===== src/rtl/alu_decode_stage_pkg.sv =====
// Shared ALU decode definitions: ALUop codes, MIPS opcode/funct values,
// the decoded bundle carried through the stage, and elastic-buffer states.
package alu_pkg;

  localparam int unsigned XLEN = 32;

  localparam logic [2:0] ALU_AND  = 3'b000;
  localparam logic [2:0] ALU_OR   = 3'b001;
  localparam logic [2:0] ALU_ADD  = 3'b010;
  localparam logic [2:0] ALU_SLTU = 3'b011;
  localparam logic [2:0] ALU_XOR  = 3'b100;
  localparam logic [2:0] ALU_NOR  = 3'b101;
  localparam logic [2:0] ALU_SUB  = 3'b110;
  localparam logic [2:0] ALU_SLT  = 3'b111;

  localparam logic [5:0] OP_RTYPE = 6'h00;
  localparam logic [5:0] OP_BEQ   = 6'h04;
  localparam logic [5:0] OP_BNE   = 6'h05;
  localparam logic [5:0] OP_ADDIU = 6'h09;
  localparam logic [5:0] OP_SLTI  = 6'h0A;
  localparam logic [5:0] OP_SLTIU = 6'h0B;
  localparam logic [5:0] OP_ANDI  = 6'h0C;
  localparam logic [5:0] OP_ORI   = 6'h0D;
  localparam logic [5:0] OP_XORI  = 6'h0E;
  localparam logic [5:0] OP_LUI   = 6'h0F;
  localparam logic [5:0] OP_LW    = 6'h23;
  localparam logic [5:0] OP_SW    = 6'h2B;

  localparam logic [5:0] FN_ADD  = 6'h21;
  localparam logic [5:0] FN_SUB  = 6'h23;
  localparam logic [5:0] FN_AND  = 6'h24;
  localparam logic [5:0] FN_OR   = 6'h25;
  localparam logic [5:0] FN_XOR  = 6'h26;
  localparam logic [5:0] FN_NOR  = 6'h27;
  localparam logic [5:0] FN_SLT  = 6'h2A;
  localparam logic [5:0] FN_SLTU = 6'h2B;

  typedef enum logic [1:0] {
    IMM_NONE,
    IMM_SEXT,
    IMM_ZEXT,
    IMM_LUI
  } imm_kind_e;

  typedef enum logic [1:0] {
    BUF_EMPTY,
    BUF_ONE,
    BUF_FULL
  } buf_state_e;

  typedef struct packed {
    logic [2:0]      alu_op;
    logic            src_imm;
    logic            zero_a;
    logic [XLEN-1:0] imm;
    logic [4:0]      rs;
    logic [4:0]      rt;
    logic [4:0]      waddr;
    logic            wen;
    logic            illegal;
  } dec_bundle_t;

  function automatic logic [XLEN-1:0] extend_imm(input imm_kind_e kind,
                                                 input logic [15:0] imm16);
    case (kind)
      IMM_SEXT: return {{(XLEN-16){imm16[15]}}, imm16};
      IMM_ZEXT: return {{(XLEN-16){1'b0}}, imm16};
      IMM_LUI:  return {imm16, {(XLEN-16){1'b0}}};
      default:  return '0;
    endcase
  endfunction

endpackage


===== src/rtl/alu_decode_stage_if.sv =====
// Instruction-in / decoded-bundle-out handshake bus of the ID->EX decode stage.
// master = producer/consumer side, slave = the decode stage.
interface alu_decode_stage_if #(
  parameter int unsigned DATA_WIDTH = 32
);
  logic                  in_valid;
  logic                  in_ready;
  logic [DATA_WIDTH-1:0] in_instr;

  logic                  out_valid;
  logic                  out_ready;
  logic [2:0]            out_alu_op;
  logic                  out_src_imm;
  logic                  out_zero_a;
  logic [DATA_WIDTH-1:0] out_imm;
  logic [4:0]            out_rs;
  logic [4:0]            out_rt;
  logic [4:0]            out_waddr;
  logic                  out_wen;
  logic                  out_illegal;

  modport master (
    output in_valid, in_instr, out_ready,
    input  in_ready, out_valid, out_alu_op, out_src_imm, out_zero_a,
           out_imm, out_rs, out_rt, out_waddr, out_wen, out_illegal
  );

  modport slave (
    input  in_valid, in_instr, out_ready,
    output in_ready, out_valid, out_alu_op, out_src_imm, out_zero_a,
           out_imm, out_rs, out_rt, out_waddr, out_wen, out_illegal
  );
endinterface


===== src/rtl/alu_decode_stage_decode_comb.sv =====
// Pure combinational MIPS instruction -> ALU decode bundle.
// ALU_DECODE_TRAP_EN: when defined, unsupported encodings raise bundle.illegal.
module alu_decode_comb
  import alu_pkg::*;
#(
  parameter int unsigned DATA_WIDTH = 32
) (
  input  logic [DATA_WIDTH-1:0] instr,
  output dec_bundle_t           bundle
);

  logic [5:0] op;
  logic [5:0] funct;
  logic       legal;
  logic       write_rt;
  logic       write_rd;
  logic [4:0] dest;
  imm_kind_e  kind;

  assign op    = instr[31:26];
  assign funct = instr[5:0];

  always_comb begin
    bundle         = '0;
    bundle.rs      = instr[25:21];
    bundle.rt      = instr[20:16];
    bundle.alu_op  = ALU_AND;
    legal          = 1'b1;
    write_rt       = 1'b0;
    write_rd       = 1'b0;
    kind           = IMM_NONE;
    dest           = '0;

    case (op)
      OP_RTYPE: begin
        case (funct)
          FN_ADD:  bundle.alu_op = ALU_ADD;
          FN_SUB:  bundle.alu_op = ALU_SUB;
          FN_AND:  bundle.alu_op = ALU_AND;
          FN_OR:   bundle.alu_op = ALU_OR;
          FN_XOR:  bundle.alu_op = ALU_XOR;
          FN_NOR:  bundle.alu_op = ALU_NOR;
          FN_SLT:  bundle.alu_op = ALU_SLT;
          FN_SLTU: bundle.alu_op = ALU_SLTU;
          default: legal = 1'b0;
        endcase
        write_rd = 1'b1;
      end
      OP_ADDIU: begin bundle.alu_op = ALU_ADD;  kind = IMM_SEXT; write_rt = 1'b1; end
      OP_SLTI:  begin bundle.alu_op = ALU_SLT;  kind = IMM_SEXT; write_rt = 1'b1; end
      OP_SLTIU: begin bundle.alu_op = ALU_SLTU; kind = IMM_SEXT; write_rt = 1'b1; end
      OP_ANDI:  begin bundle.alu_op = ALU_AND;  kind = IMM_ZEXT; write_rt = 1'b1; end
      OP_ORI:   begin bundle.alu_op = ALU_OR;   kind = IMM_ZEXT; write_rt = 1'b1; end
      OP_XORI:  begin bundle.alu_op = ALU_XOR;  kind = IMM_ZEXT; write_rt = 1'b1; end
      OP_LUI: begin
        bundle.alu_op = ALU_OR;
        bundle.zero_a = 1'b1;
        kind          = IMM_LUI;
        write_rt      = 1'b1;
      end
      OP_LW:    begin bundle.alu_op = ALU_ADD;  kind = IMM_SEXT; write_rt = 1'b1; end
      OP_SW:    begin bundle.alu_op = ALU_ADD;  kind = IMM_SEXT; end
      // Branch offset is still extended for later use, but B comes from rt.
      OP_BEQ, OP_BNE: begin bundle.alu_op = ALU_SUB; kind = IMM_SEXT; end
      default: legal = 1'b0;
    endcase

    bundle.src_imm = (kind != IMM_NONE) && (op != OP_BEQ) && (op != OP_BNE);

    if (write_rd)      dest = instr[15:11];
    else if (write_rt) dest = instr[20:16];

    if (!legal) begin
      bundle.alu_op  = ALU_AND;
      bundle.src_imm = 1'b0;
      bundle.zero_a  = 1'b0;
      kind           = IMM_NONE;
      dest           = '0;
    end

    bundle.imm   = extend_imm(kind, instr[15:0]);
    bundle.wen   = (dest != 5'd0);
    bundle.waddr = dest;

`ifdef ALU_DECODE_TRAP_EN
    bundle.illegal = !legal;
`else
    bundle.illegal = 1'b0;
`endif
  end

endmodule


===== src/rtl/alu_decode_stage.sv =====
// Registered ID->EX decode stage: decoder on the input side feeding a
// two-entry elastic buffer (main + skid) so in_ready is a pure register output.
module alu_decode_stage
  import alu_pkg::*;
#(
  parameter int unsigned DATA_WIDTH = 32
) (
  input  logic               clk,
  input  logic               rst,
  alu_decode_stage_if.slave  bus
);

  dec_bundle_t dec;
  dec_bundle_t main_q, main_d;
  dec_bundle_t skid_q, skid_d;
  buf_state_e  state_q, state_d;
  logic        in_fire;
  logic        out_fire;

  alu_decode_comb #(.DATA_WIDTH(DATA_WIDTH)) u_decode (
    .instr  (bus.in_instr),
    .bundle (dec)
  );

  assign bus.in_ready  = (state_q != BUF_FULL);
  assign bus.out_valid = (state_q != BUF_EMPTY);
  assign in_fire       = bus.in_valid & bus.in_ready;
  assign out_fire      = bus.out_valid & bus.out_ready;

  always_comb begin
    state_d = state_q;
    main_d  = main_q;
    skid_d  = skid_q;
    case (state_q)
      BUF_EMPTY: begin
        if (in_fire) begin
          main_d  = dec;
          state_d = BUF_ONE;
        end
      end
      BUF_ONE: begin
        if (in_fire && !out_fire) begin
          skid_d  = dec;
          state_d = BUF_FULL;
        end else if (in_fire) begin
          main_d  = dec;
        end else if (out_fire) begin
          state_d = BUF_EMPTY;
        end
      end
      BUF_FULL: begin
        if (out_fire) begin
          main_d  = skid_q;
          state_d = BUF_ONE;
        end
      end
      default: state_d = BUF_EMPTY;
    endcase
  end

  always_ff @(posedge clk) begin
    if (rst) begin
      state_q <= BUF_EMPTY;
      main_q  <= '0;
      skid_q  <= '0;
    end else begin
      state_q <= state_d;
      main_q  <= main_d;
      skid_q  <= skid_d;
    end
  end

  assign bus.out_alu_op  = main_q.alu_op;
  assign bus.out_src_imm = main_q.src_imm;
  assign bus.out_zero_a  = main_q.zero_a;
  assign bus.out_imm     = main_q.imm;
  assign bus.out_rs      = main_q.rs;
  assign bus.out_rt      = main_q.rt;
  assign bus.out_waddr   = main_q.waddr;
  assign bus.out_wen     = main_q.wen;
  assign bus.out_illegal = main_q.illegal;

endmodule


===== src/flat_wrapper.sv =====
// flat-port wrapper written by rule: the top's interface ports become plain ports
module alu_decode_stage_flat import alu_pkg::*;
#(
  parameter int unsigned DATA_WIDTH = 32
)
  (clk, rst, bus_in_valid, bus_in_instr, bus_out_ready, bus_in_ready, bus_out_valid, bus_out_alu_op, bus_out_src_imm, bus_out_zero_a, bus_out_imm, bus_out_rs, bus_out_rt, bus_out_waddr, bus_out_wen, bus_out_illegal);
  alu_decode_stage_if #(.DATA_WIDTH(DATA_WIDTH)) bus_i ();
  input  logic clk;
  input  logic rst;
  input wire logic [$bits(bus_i.in_valid)-1:0] bus_in_valid;
  input wire logic [$bits(bus_i.in_instr)-1:0] bus_in_instr;
  input wire logic [$bits(bus_i.out_ready)-1:0] bus_out_ready;
  output wire logic [$bits(bus_i.in_ready)-1:0] bus_in_ready;
  output wire logic [$bits(bus_i.out_valid)-1:0] bus_out_valid;
  output wire logic [$bits(bus_i.out_alu_op)-1:0] bus_out_alu_op;
  output wire logic [$bits(bus_i.out_src_imm)-1:0] bus_out_src_imm;
  output wire logic [$bits(bus_i.out_zero_a)-1:0] bus_out_zero_a;
  output wire logic [$bits(bus_i.out_imm)-1:0] bus_out_imm;
  output wire logic [$bits(bus_i.out_rs)-1:0] bus_out_rs;
  output wire logic [$bits(bus_i.out_rt)-1:0] bus_out_rt;
  output wire logic [$bits(bus_i.out_waddr)-1:0] bus_out_waddr;
  output wire logic [$bits(bus_i.out_wen)-1:0] bus_out_wen;
  output wire logic [$bits(bus_i.out_illegal)-1:0] bus_out_illegal;
  assign bus_i.in_valid = bus_in_valid;
  assign bus_i.in_instr = bus_in_instr;
  assign bus_i.out_ready = bus_out_ready;
  assign bus_in_ready = bus_i.in_ready;
  assign bus_out_valid = bus_i.out_valid;
  assign bus_out_alu_op = bus_i.out_alu_op;
  assign bus_out_src_imm = bus_i.out_src_imm;
  assign bus_out_zero_a = bus_i.out_zero_a;
  assign bus_out_imm = bus_i.out_imm;
  assign bus_out_rs = bus_i.out_rs;
  assign bus_out_rt = bus_i.out_rt;
  assign bus_out_waddr = bus_i.out_waddr;
  assign bus_out_wen = bus_i.out_wen;
  assign bus_out_illegal = bus_i.out_illegal;
  alu_decode_stage #(.DATA_WIDTH(DATA_WIDTH)) u_core (.clk(clk), .rst(rst), .bus(bus_i));
endmodule

===== config.mk =====
export PLATFORM = sky130hd
export DESIGN_NAME = alu_decode_stage_flat
export DESIGN_NICKNAME = d
export VERILOG_FILES = /design/src/rtl/alu_decode_stage_pkg.sv /design/src/rtl/alu_decode_stage_if.sv /design/src/rtl/alu_decode_stage_decode_comb.sv /design/src/rtl/alu_decode_stage.sv /design/src/flat_wrapper.sv
export SDC_FILE = /design/constraint.sdc
export NUM_CORES = 1
export LEC_CHECK = 0
export CORE_ASPECT_RATIO = 1.75
export CORE_MARGIN = 2
export CORE_UTILIZATION = 49
export CTS_CLUSTER_DIAMETER = 200
export DETAILED_ROUTE_END_ITERATION = 8
export DONT_BUFFER_PORTS = 1
export PLACE_DENSITY = 0.66
export REMOVE_ABC_BUFFERS = 1
export SLEW_MARGIN = 20
export SYNTH_ARGS = -nofsm -noshare
export SYNTH_HDL_FRONTEND = slang
export SYNTH_SLANG_ARGS = --single-unit

===== constraint.sdc =====
create_clock -name clk -period 4.4 [get_ports clk]
set_clock_uncertainty 0.05 [all_clocks]
set_input_delay 0.44 -clock clk [delete_from_list [all_inputs] [get_ports clk]]
set_output_delay 0.44 -clock clk [all_outputs]
set_load 0.02 [all_outputs]

==> reports/qor.yml <==
status: "completed"
vias: 4455
htreeDepth: 3
gr-usage-met2: 0.4468
cts_tree: "done"
syn_avg_cell_area_um2: 7.868
pin_count: 92
synth-edff-count: 0
timing.setup.tns_ns: 0
leakage_nw: 1.724
slew_viol_final: 0
ant_nets: 0
path_class: "flip-flop to output pin"
antenna_found_initial: 0
dieArea_mm2: 0.01068
min_period_over_period: 0.6202
holdWs_ns: 0.1182
endpoint_kind: "output pin"
post_cts_buffers: 0
setup_viol: 0
drc_errors: 0
crit_required_ns: 3.91
cap_violations: 0
layout_min_cycle_time_ns: 2.729
drive_gt1_frac: 0.06076
gr-usage-met3: 0.07667
synth.area.top_cells: "dfxtp_1 (45%), a21oi_1 (7.8%), nand2_1 (7.7%)"
placed_cells_incl_taps: 682
cts_buffers: 9
path_clk_slew_ns: 0.07
critPathBufInv: 2
drt-initial-drc-count: 314
grt_pass1_wl_um: 22000
ys_seq_area_frac: 0.4482
clockBufferDepth: 2
slew-limit-headroom: 0.3250
cp_top_family: "buffers and inverters"
ys_seq_elements: 108
cts_resized: 0
finalNonFillerCells: 698
cts.sinks: 108
synthCells: 613
grt_util_all_layers: 0.2591
fmax_mhz: 366.5
synthDominantAreaCellType: "dfxtp_1"
cts_root_buf: "clkbuf_16"
dieHeight_um: 135.3
critPathMaxStageDelay_ns: 0.86
synth_warnings: 0
gp_congestion: 0.8782
irDropWorstVdd_mv: 0.2087
rsz0062_at_grt: "false"
coreArea_mm2: 0.009527
synthFlopType: "dfxtp_1"
synthToLayoutAreaGrowth_pct: 5.603
synthesis.area_mm2: 0.004823
worstPathMaxFanout: 57
firstDrtPassIters: 5
start_kind: "flip-flop"
layout.nets: 607
cts_hold_buf: 0
grt-busiest-layer: "met2"
placedInstanceArea_mm2: 0.004777
die_x_um: 79
antennaDiodeCount: 0
tightest_slew_ns: 1.012
grt_max_degree: 74
grt_pass1_vias: 4390
min_path_type: "primary input to flip-flop"
initial_core_util: 0.5063
synth_top_cell_area_share: 0.4482
synth_cell_types: 54
async_reset_ff_frac: 0
arrival_ns: 2.24
use_met1: 0.2959
post-synth-top-count-cell: "dfxtp_1"
clkLatencyLatePin_ns: 0.35
final-hold-violation-count: 0
num_rows: 47
synth_common_cells: "dfxtp_1 (108), nand2_1 (99), a21oi_1 (75)"
via_per_inst: 6.383
drt-total-wl_um: 13640
slowest_stage: "clkinv_2"
post_drt_wl_per_cell_um: 19.54
port-buffer-count: 0
powerDensity_mw_per_mm2: 418.6
final_area_mm2: 0.005094
crit_chain: "nor2b_4 > buf_4 > clkinv_2"
dp_hpwl_um: 8172
grt-ovfl-total: 0
## layer usage
metal / wire length, µm / vias to the layer above / part of all wire
li1: - / 2120 / -
met1: 5497 / 2173 / 0.40
met2: 6980 / 137 / 0.51
met3: 866 / 25 / 0.064
met4: 293 / 0 / 0.021
met5: 0 / - / 0
## sequential cells by signal (all words and copies together) (netlist names)
name / count
u_core.skid_q: 53
u_core.bus.out_imm: 32
u_core.bus.out_rs: 5
u_core.bus.out_rt: 5
u_core.bus.out_waddr: 5
u_core.bus.out_alu_op: 3
u_core.state_q: 2
u_core.bus.out_src_imm: 1
u_core.bus.out_wen: 1
u_core.bus.out_zero_a: 1
## logic make-up after synthesis
kind of cell,synth area share
DFF,0.4482
and+or+nand+nor,0.2112
other,0.0007775
buffers and inverters,0.06044
AOI/OAI and AO/OA,0.2729
muxes,0.006485
## power breakdown
group	internal (mW)	switching [mW]
clock	0.452	0.396
sequential	1.02	0.0665
combinational	0.0694	0.127
## cell type report
| type | count | area, µm² |
|---|---|---|
| Multi-Input combinational cell | 439 | 2396 |
| Sequential cell | 108 | 2162 |
| Tap cell | 122 | 152.6 |
| Fill cell | 914 | 4433 |
| Inverter | 7 | 27.53 |
| Clock inverter | 7 | 85.08 |
| Clock buffer | 9 | 225.2 |
| Timing Repair Buffer | 6 | 45.04 |
## path summary, 6_finish.rpt
check | end | depth (start not counted) | startpoint | slack [ns]
worst max-delay path | bus_in_ready | 3 | u_core.state_q[1] | 1.67
worst min-delay path | u_core.state_q[0] | 1 | rst | 0.12
worst min register to register | u_core.skid_q[50] | 2 | u_core.skid_q[50] | 0.40
worst max register to register | u_core.bus.out_imm[23] | 7 | u_core.state_q[1] | 1.70
## cell usage in the layout (no fill, tap or decap), types with 2 or more instances in the layout
cell type / instances
a221oi_1: 21
nor3_1: 27
nor2_1: 61
a221o_1: 5
nand3_1: 26
o41ai_1: 2
a32o_1: 4
buf_4: 6
mux2i_1: 2
dfxtp_1: 108
a311oi_1: 13
o21ai_0: 41
nand3b_1: 2
o21a_1: 2
nand2b_1: 2
a21oi_2: 3
clkbuf_16: 9
nor2b_1: 2
a21oi_1: 75
o22ai_1: 3
o31ai_1: 3
clkinv_4: 4
a31oi_1: 3
and2_1: 2
a41oi_1: 15
inv_1: 5
nand2_1: 99
## through the flow
step	setup slack, ns	util	power, mW
final	1.671	0.5347	2.132
after global routing	1.460	0.5347	2.214
after detailed placement	1.613	0.5014	1.307
after floorplan	0.3982	-	1.250
after global placement	1.726	0.5014	1.300
after CTS	1.607	0.5340	2.140
No activity file was read; power rests on OpenSTA's default activity.
